**config.mk**
```make
export PLATFORM = sky130hd
export DESIGN_NAME = matrix_op_sequencer
export DESIGN_NICKNAME = d
export VERILOG_FILES = /design/src/rtl/matrix_pkg.sv /design/src/rtl/matrix_op_sequencer_elem_alu.sv /design/src/rtl/matrix_op_sequencer.sv
export SDC_FILE = /design/constraint.sdc
export NUM_CORES = 1
export LEC_CHECK = 0
export ABC_AREA = 1
export CAP_MARGIN = 10
export CORE_ASPECT_RATIO = 1.5
export CORE_MARGIN = 5
export CORE_UTILIZATION = 51
export DETAILED_ROUTE_END_ITERATION = 8
export PLACE_DENSITY = 0.81
export SKIP_CTS_REPAIR_TIMING = 1
export SLEW_MARGIN = 10
export SYNTH_ARGS = -nofsm -noshare
export SYNTH_HDL_FRONTEND = slang
export SYNTH_SLANG_ARGS = --single-unit
```
**constraint.sdc**
```tcl
create_clock -name clk -period 2 [get_ports clk]
set_input_delay 0.4 -clock clk [delete_from_list [all_inputs] [get_ports clk]]
set_output_delay 0.4 -clock clk [all_outputs]
set_load 0.02 [all_outputs]
```
**src/rtl/matrix_pkg.sv**
```systemverilog
// Shared types and default geometry for the matrix datapath: the keypad
// encoder, the matrix stores and the operation sequencer all import this.
package matrix_pkg;

  localparam int ROWS_DEF = 3;
  localparam int COLS_DEF = 3;
  localparam int DW_DEF   = 8;

  typedef enum logic [2:0] {
    OP_NONE = 3'b000,
    OP_ADD  = 3'b001,
    OP_SUB  = 3'b010
  } op_t;

  typedef enum logic [1:0] {
    IDLE = 2'd0,
    RUN  = 2'd1,
    LAST = 2'd2
  } seq_state_t;

  function automatic logic op_is_legal(input logic [2:0] op);
    return (op == OP_ADD) || (op == OP_SUB);
  endfunction

endpackage

```
**src/rtl/matrix_op_sequencer_elem_alu.sv**
```systemverilog
// Combinational element ALU: modular add/subtract of one unsigned element
// pair, with carry-out (add) or borrow (subtract) reported separately.
module elem_alu
  import matrix_pkg::*;
#(
  parameter int DW = DW_DEF
) (
  input  logic [2:0]    op,
  input  logic [DW-1:0] a,
  input  logic [DW-1:0] b,
  output logic [DW-1:0] result,
  output logic          carry_borrow
);

  // Element arithmetic; unknown opcodes produce zero with no flag.
  always_comb begin
    result       = {DW{1'b0}};
    carry_borrow = 1'b0;
    case (op)
      OP_ADD: begin
        {carry_borrow, result} = {1'b0, a} + {1'b0, b};
      end
      OP_SUB: begin
        result       = a - b;
        carry_borrow = (a < b);
      end
      default: begin
        result       = {DW{1'b0}};
        carry_borrow = 1'b0;
      end
    endcase
  end

endmodule

```
**src/rtl/matrix_op_sequencer.sv**
```systemverilog
// Walks every element of matrices A and B through the element ALU after a
// keypad operation edge, streaming results into the result store.
module matrix_op_sequencer
  import matrix_pkg::*;
#(
  parameter  int ROWS = ROWS_DEF,
  parameter  int COLS = COLS_DEF,
  parameter  int DW   = DW_DEF,
  localparam int AW   = $clog2(ROWS * COLS)
) (
  input  logic          clk,
  input  logic          rst,
  input  logic [2:0]    op_in,
  input  logic          is_op,
  output logic [AW-1:0] rd_addr,
  output logic          rd_en,
  input  logic [DW-1:0] a_data,
  input  logic [DW-1:0] b_data,
  output logic          wr_en,
  output logic [AW-1:0] wr_addr,
  output logic [DW-1:0] wr_data,
  output logic          busy,
  output logic          done,
  output logic          overflow,
  output logic          err
);

  localparam int            N        = ROWS * COLS;
  localparam logic [AW-1:0] IDX_LAST = AW'(N - 1);

  seq_state_t    state_q, state_d;
  logic [AW-1:0] idx_q, idx_d;
  op_t           op_q, op_d;
  logic          is_op_q;
  logic          rd_en_q, rd_en_d;
  logic [AW-1:0] rd_addr_q, rd_addr_d;
  logic          wr_en_q, wr_en_d;
  logic [AW-1:0] wr_addr_q, wr_addr_d;
  logic [DW-1:0] wr_hold_q, wr_hold_d;
  logic          busy_q, busy_d;
  logic          done_q, done_d;
  logic          err_q, err_d;
  logic          ovf_q, ovf_d;

  logic          trig_s;
  logic [DW-1:0] alu_res_s;
  logic          alu_cb_s;

  // Operand data returns one cycle after the read, so the ALU sees the
  // element whose write strobe is currently asserted.
  elem_alu #(
    .DW (DW)
  ) u_alu (
    .op           (op_q),
    .a            (a_data),
    .b            (b_data),
    .result       (alu_res_s),
    .carry_borrow (alu_cb_s)
  );

  assign trig_s = is_op & ~is_op_q;

  // Next-state, index, sticky flag and output pipeline.
  always_comb begin
    state_d = state_q;
    idx_d   = idx_q;
    op_d    = op_q;
    err_d   = 1'b0;
    if (wr_en_q && alu_cb_s) begin
      ovf_d = 1'b1;
    end else begin
      ovf_d = ovf_q;
    end
    case (state_q)
      IDLE: begin
        if (trig_s) begin
          if (op_is_legal(op_in)) begin
            state_d = RUN;
            idx_d   = {AW{1'b0}};
            op_d    = op_t'(op_in);
            ovf_d   = 1'b0;
          end else begin
            err_d = 1'b1;
          end
        end else begin
          state_d = IDLE;
        end
      end
      RUN: begin
        // Index saturates at the last element; LAST drains the final write.
        if (idx_q == IDX_LAST) begin
          state_d = LAST;
        end else begin
          idx_d = idx_q + AW'(1);
        end
      end
      LAST: begin
        state_d = IDLE;
        idx_d   = {AW{1'b0}};
      end
      default: begin
        state_d = IDLE;
        idx_d   = {AW{1'b0}};
      end
    endcase

    rd_en_d   = (state_d == RUN);
    rd_addr_d = rd_en_d ? idx_d : rd_addr_q;
    wr_en_d   = rd_en_q;
    wr_addr_d = rd_en_q ? rd_addr_q : wr_addr_q;
    wr_hold_d = wr_en_q ? alu_res_s : wr_hold_q;
    busy_d    = (state_d != IDLE);
    done_d    = (state_d == LAST);
  end

  // State and output registers; reset also arms the edge detector high so
  // a key held through reset must be released before it can trigger.
  always_ff @(posedge clk) begin
    if (rst) begin
      state_q   <= IDLE;
      idx_q     <= {AW{1'b0}};
      op_q      <= OP_NONE;
      is_op_q   <= 1'b1;
      rd_en_q   <= 1'b0;
      rd_addr_q <= {AW{1'b0}};
      wr_en_q   <= 1'b0;
      wr_addr_q <= {AW{1'b0}};
      wr_hold_q <= {DW{1'b0}};
      busy_q    <= 1'b0;
      done_q    <= 1'b0;
      err_q     <= 1'b0;
      ovf_q     <= 1'b0;
    end else begin
      state_q   <= state_d;
      idx_q     <= idx_d;
      op_q      <= op_d;
      is_op_q   <= is_op;
      rd_en_q   <= rd_en_d;
      rd_addr_q <= rd_addr_d;
      wr_en_q   <= wr_en_d;
      wr_addr_q <= wr_addr_d;
      wr_hold_q <= wr_hold_d;
      busy_q    <= busy_d;
      done_q    <= done_d;
      err_q     <= err_d;
      ovf_q     <= ovf_d;
    end
  end

  assign rd_en    = rd_en_q;
  assign rd_addr  = rd_addr_q;
  assign wr_en    = wr_en_q;
  assign wr_addr  = wr_addr_q;
  assign wr_data  = wr_en_q ? alu_res_s : wr_hold_q;
  assign busy     = busy_q;
  assign done     = done_q;
  assign overflow = ovf_q;
  assign err      = err_q;

endmodule

```
==> impl_metrics.toml <==
[outcome]
status = "finished, violations left"
violations = "setup timing"

[global_routing]
met2_usage_pct = 40.6
grtUsageMet1_pct = 20.6
grt_pass1_vias = 2250
met3_usage_pct = 3.05
grt_max_degree = 17
top_usage_layer = "met2"
grt_overflow = 0
antenna_found_initial = 0
grt_pass1_wl_mm = 9.34
grt_usage_pct = 20.8

[sta]
max_clock_freq_mhz = 455
min_period_ns = 2.20
fin_crit_sh_pct = 110
final-setup-viol-count = 7
finalWorstSetupSlack_ns = -0.199
clock_skew_ns = 0.00495
rsz0062_at_grt = "true"
holdWs_ns = 0.475
drv_slew = 0
maxSlewHeadroom_pct = 76.7
tightest_slew_ns = 0.349
hold_viol = 0

[layout]
area_growth_pct = 59.0
drive_gt1_share_pct = 39.0
final_util_pct = 83.8
n_fill_cell = 234
insertedDiodeCount = 0
final_nets = 444
final_cell_mix = "58 x nand2_1, 45 x buf_4, 33 x nor2_1"
layout_commonest_cell = "nand2_1"

[detailed_routing]
drt_iter0_markers = 149
via_per_inst = 5.40
wl_per_cell_um = 14.7
num_vias = 2418
drtPass1Iterations = 7
detail-route-antenna-nets = 0
wl_mm = 6.57
post-route-drc-count = 0

[worst_setup_path]
end_kind = "output pin"
rrSetupSlack_ns = 0.53
worstSetupEndpoint = "wr_data[2]"
critPathMaxStageDelay_ns = 0.41
cp-start-kind = "input port"
ff2ff_path_depth = 9
crit_slowest_cell = "fa_2"
crit_start = "b_data[0]"
r2r-end = "wr_hold_q[2]"
path_cells = "buf_8 > ha_4 > fa_2 > buf_4 > xor2_1 > o21ai_1 > nand2_1 > nand2_1 > buf_6"
crit_arrival_ns = 1.80
worst-endpoint-required_ns = 1.60
worstPathMaxFanout = 3
crit_top_cell = "nand2_1"
r2r-start = "op_q[0]"
critical_path_class = "input port to output pin"

[cts]
cts_tree = "done"
clkLatencyLatePin_ns = 0.28
ctsLongestPathBuffers = 2
clk_pin_slew_ns = 0.06
ctsHtreeMaxLevel = 2
cts_buffers = 5
cts_root_buf = "clkbuf_8"
clock-sinks = 32

[placed_design]
hpwlAfterDp_mm = 4.32
dp_slack_ns = -1.11
gp_congestion = 0.949
port-buffer-count = 43

[power_and_ir_drop]
p_per_area_nw_per_um2 = 509
peakVddDrop_v = 0.000741
cellLeakagePower_nw = 1.59

[logic_synthesis]
syn_nets = 355
netlist-cell-type-count = 31
netlist_instances = 313
netlist_area_sq_um = 2090
syn_avg_cell_area_sq_um = 6.66
ys_ff_latch = 32
synth-seq-area-share_pct = 30.7
synth-warning-count = 0

[floorplanning]
initial_core_util_pct = 52.7
rows = 28
die_w_um = 62.2
die-area_sq_um = 5500
die_y_um = 88.3
io_pins = 44
coreArea_sq_um = 3960

[min_path]
hp-class = "flip-flop to flip-flop"
hold_start = "wr_hold_q[2]"

[flow_run]
drv_cap = 0
-- routing by layer --
metal  up-vias  wire length [um]
met5         -                 0
met4         0               340
met3        32               278
met2       106              3540
met1      1107              2420
li1       1173                 -
-- cell families after synthesis --
| logic type | Yosys count | synth area share, % |
|---|---|---|
| AO/OA/AOI/OAI | 44 | 11.5 |
| AND/OR/NAND/NOR | 158 | 32.8 |
| buffers and inverters | 56 | 11.0 |
| adder cells (fa/ha/maj) | 20 | 12.7 |
| flip-flops | 32 | 30.7 |
| XOR/XNOR | 3 | 1.26 |
-- layout make-up --
cell class	count	area (sq um)	share of cell area, %
multi-input cells	225	1510	45.6
inverters	50	210	6.34
clock buffers	8	90.1	2.72
flip-flops and latches	32	642	19.4
repair buffers	88	805	24.3
well taps	45	56.3	1.70
-- where the power goes --
group          internal (mW)  switching [mW]
Sequential             0.649         0.00766
Clock                  0.280           0.222
Combinational          0.246           0.283
Total                   1.17           0.513
-- Yosys cell counts --
cell type	instances	area, sq um
fa_1	2	40.0
inv_2	5	18.8
clkinv_1	1	3.75
a21oi_1	23	115
a22o_1	1	8.76
nor2_1	38	143
or2_2	3	18.8
nor3_4	1	16.3
nand3b_1	1	7.51
a21oi_2	1	8.76
buf_2	1	5.00
buf_4	3	22.5
buf_6	1	11.3
nand2_2	4	25.0
o21ai_0	14	70.1
ha_1	18	225
nand2_1	78	293
o21ai_1	1	5.00
nand3_1	25	125
a311oi_1	1	8.76
a22oi_1	1	7.51
o21a_1	1	7.51
nand3_2	2	20.0
dfxtp_1	32	641
nor3_1	1	5.00
nor2_2	1	6.26
o21bai_1	1	7.51
clkbuf_1	1	3.75
nand4_1	4	25.0
xor2_1	3	26.3
inv_1	44	165
-- through the flow --
stage / total power [mW] / cell area [sq um] / setup TNS [ns] / instances
after floorplan: 0.877 / 2090 / 0 / 313
after global placement: 1.05 / 2810 / -9.67 / 432
after detailed placement: 1.05 / 2810 / -10.20 / 432
after CTS: 1.55 / 2900 / -8.15 / 440
after global routing: 1.76 / 3320 / -1.33 / 448
final: 1.69 / 3320 / -0.862 / 448
-- flip-flops by register name (all words and copies together) (netlist names) --
| signal | cells |
|---|---|
| wr_hold_q | 8 |
| idx_q | 4 |
| rd_addr | 4 |
| wr_addr | 4 |
| op_q | 3 |
| state_q | 2 |
| busy | 1 |
| done | 1 |
| err | 1 |
| is_op_q | 1 |
| overflow | 1 |
| rd_en | 1 |
| wr_en | 1 |
-- worst max-delay path: cells and delay by family --
family          cells  cell delay, ns
fa+ha+maj           2            0.57
xor+xnor            1            0.13
buf+inv             3            0.38
simple gates        2            0.17
compound gates      1            0.14
-- worst min path at each step --
stage | to | slack, ns | cells past startpoint
2_1_floorplan | wr_hold_q[3] | 0.45 | 2
3_3_place_gp | wr_hold_q[1] | 0.46 | 2
3_5_place_dp | wr_hold_q[1] | 0.47 | 2
4_1_cts | wr_hold_q[1] | 0.48 | 2
5_1_grt | wr_hold_q[1] | 0.51 | 2
6_report | wr_hold_q[2] | 0.47 | 2
No activity file was read; power rests on OpenSTA's default activity.
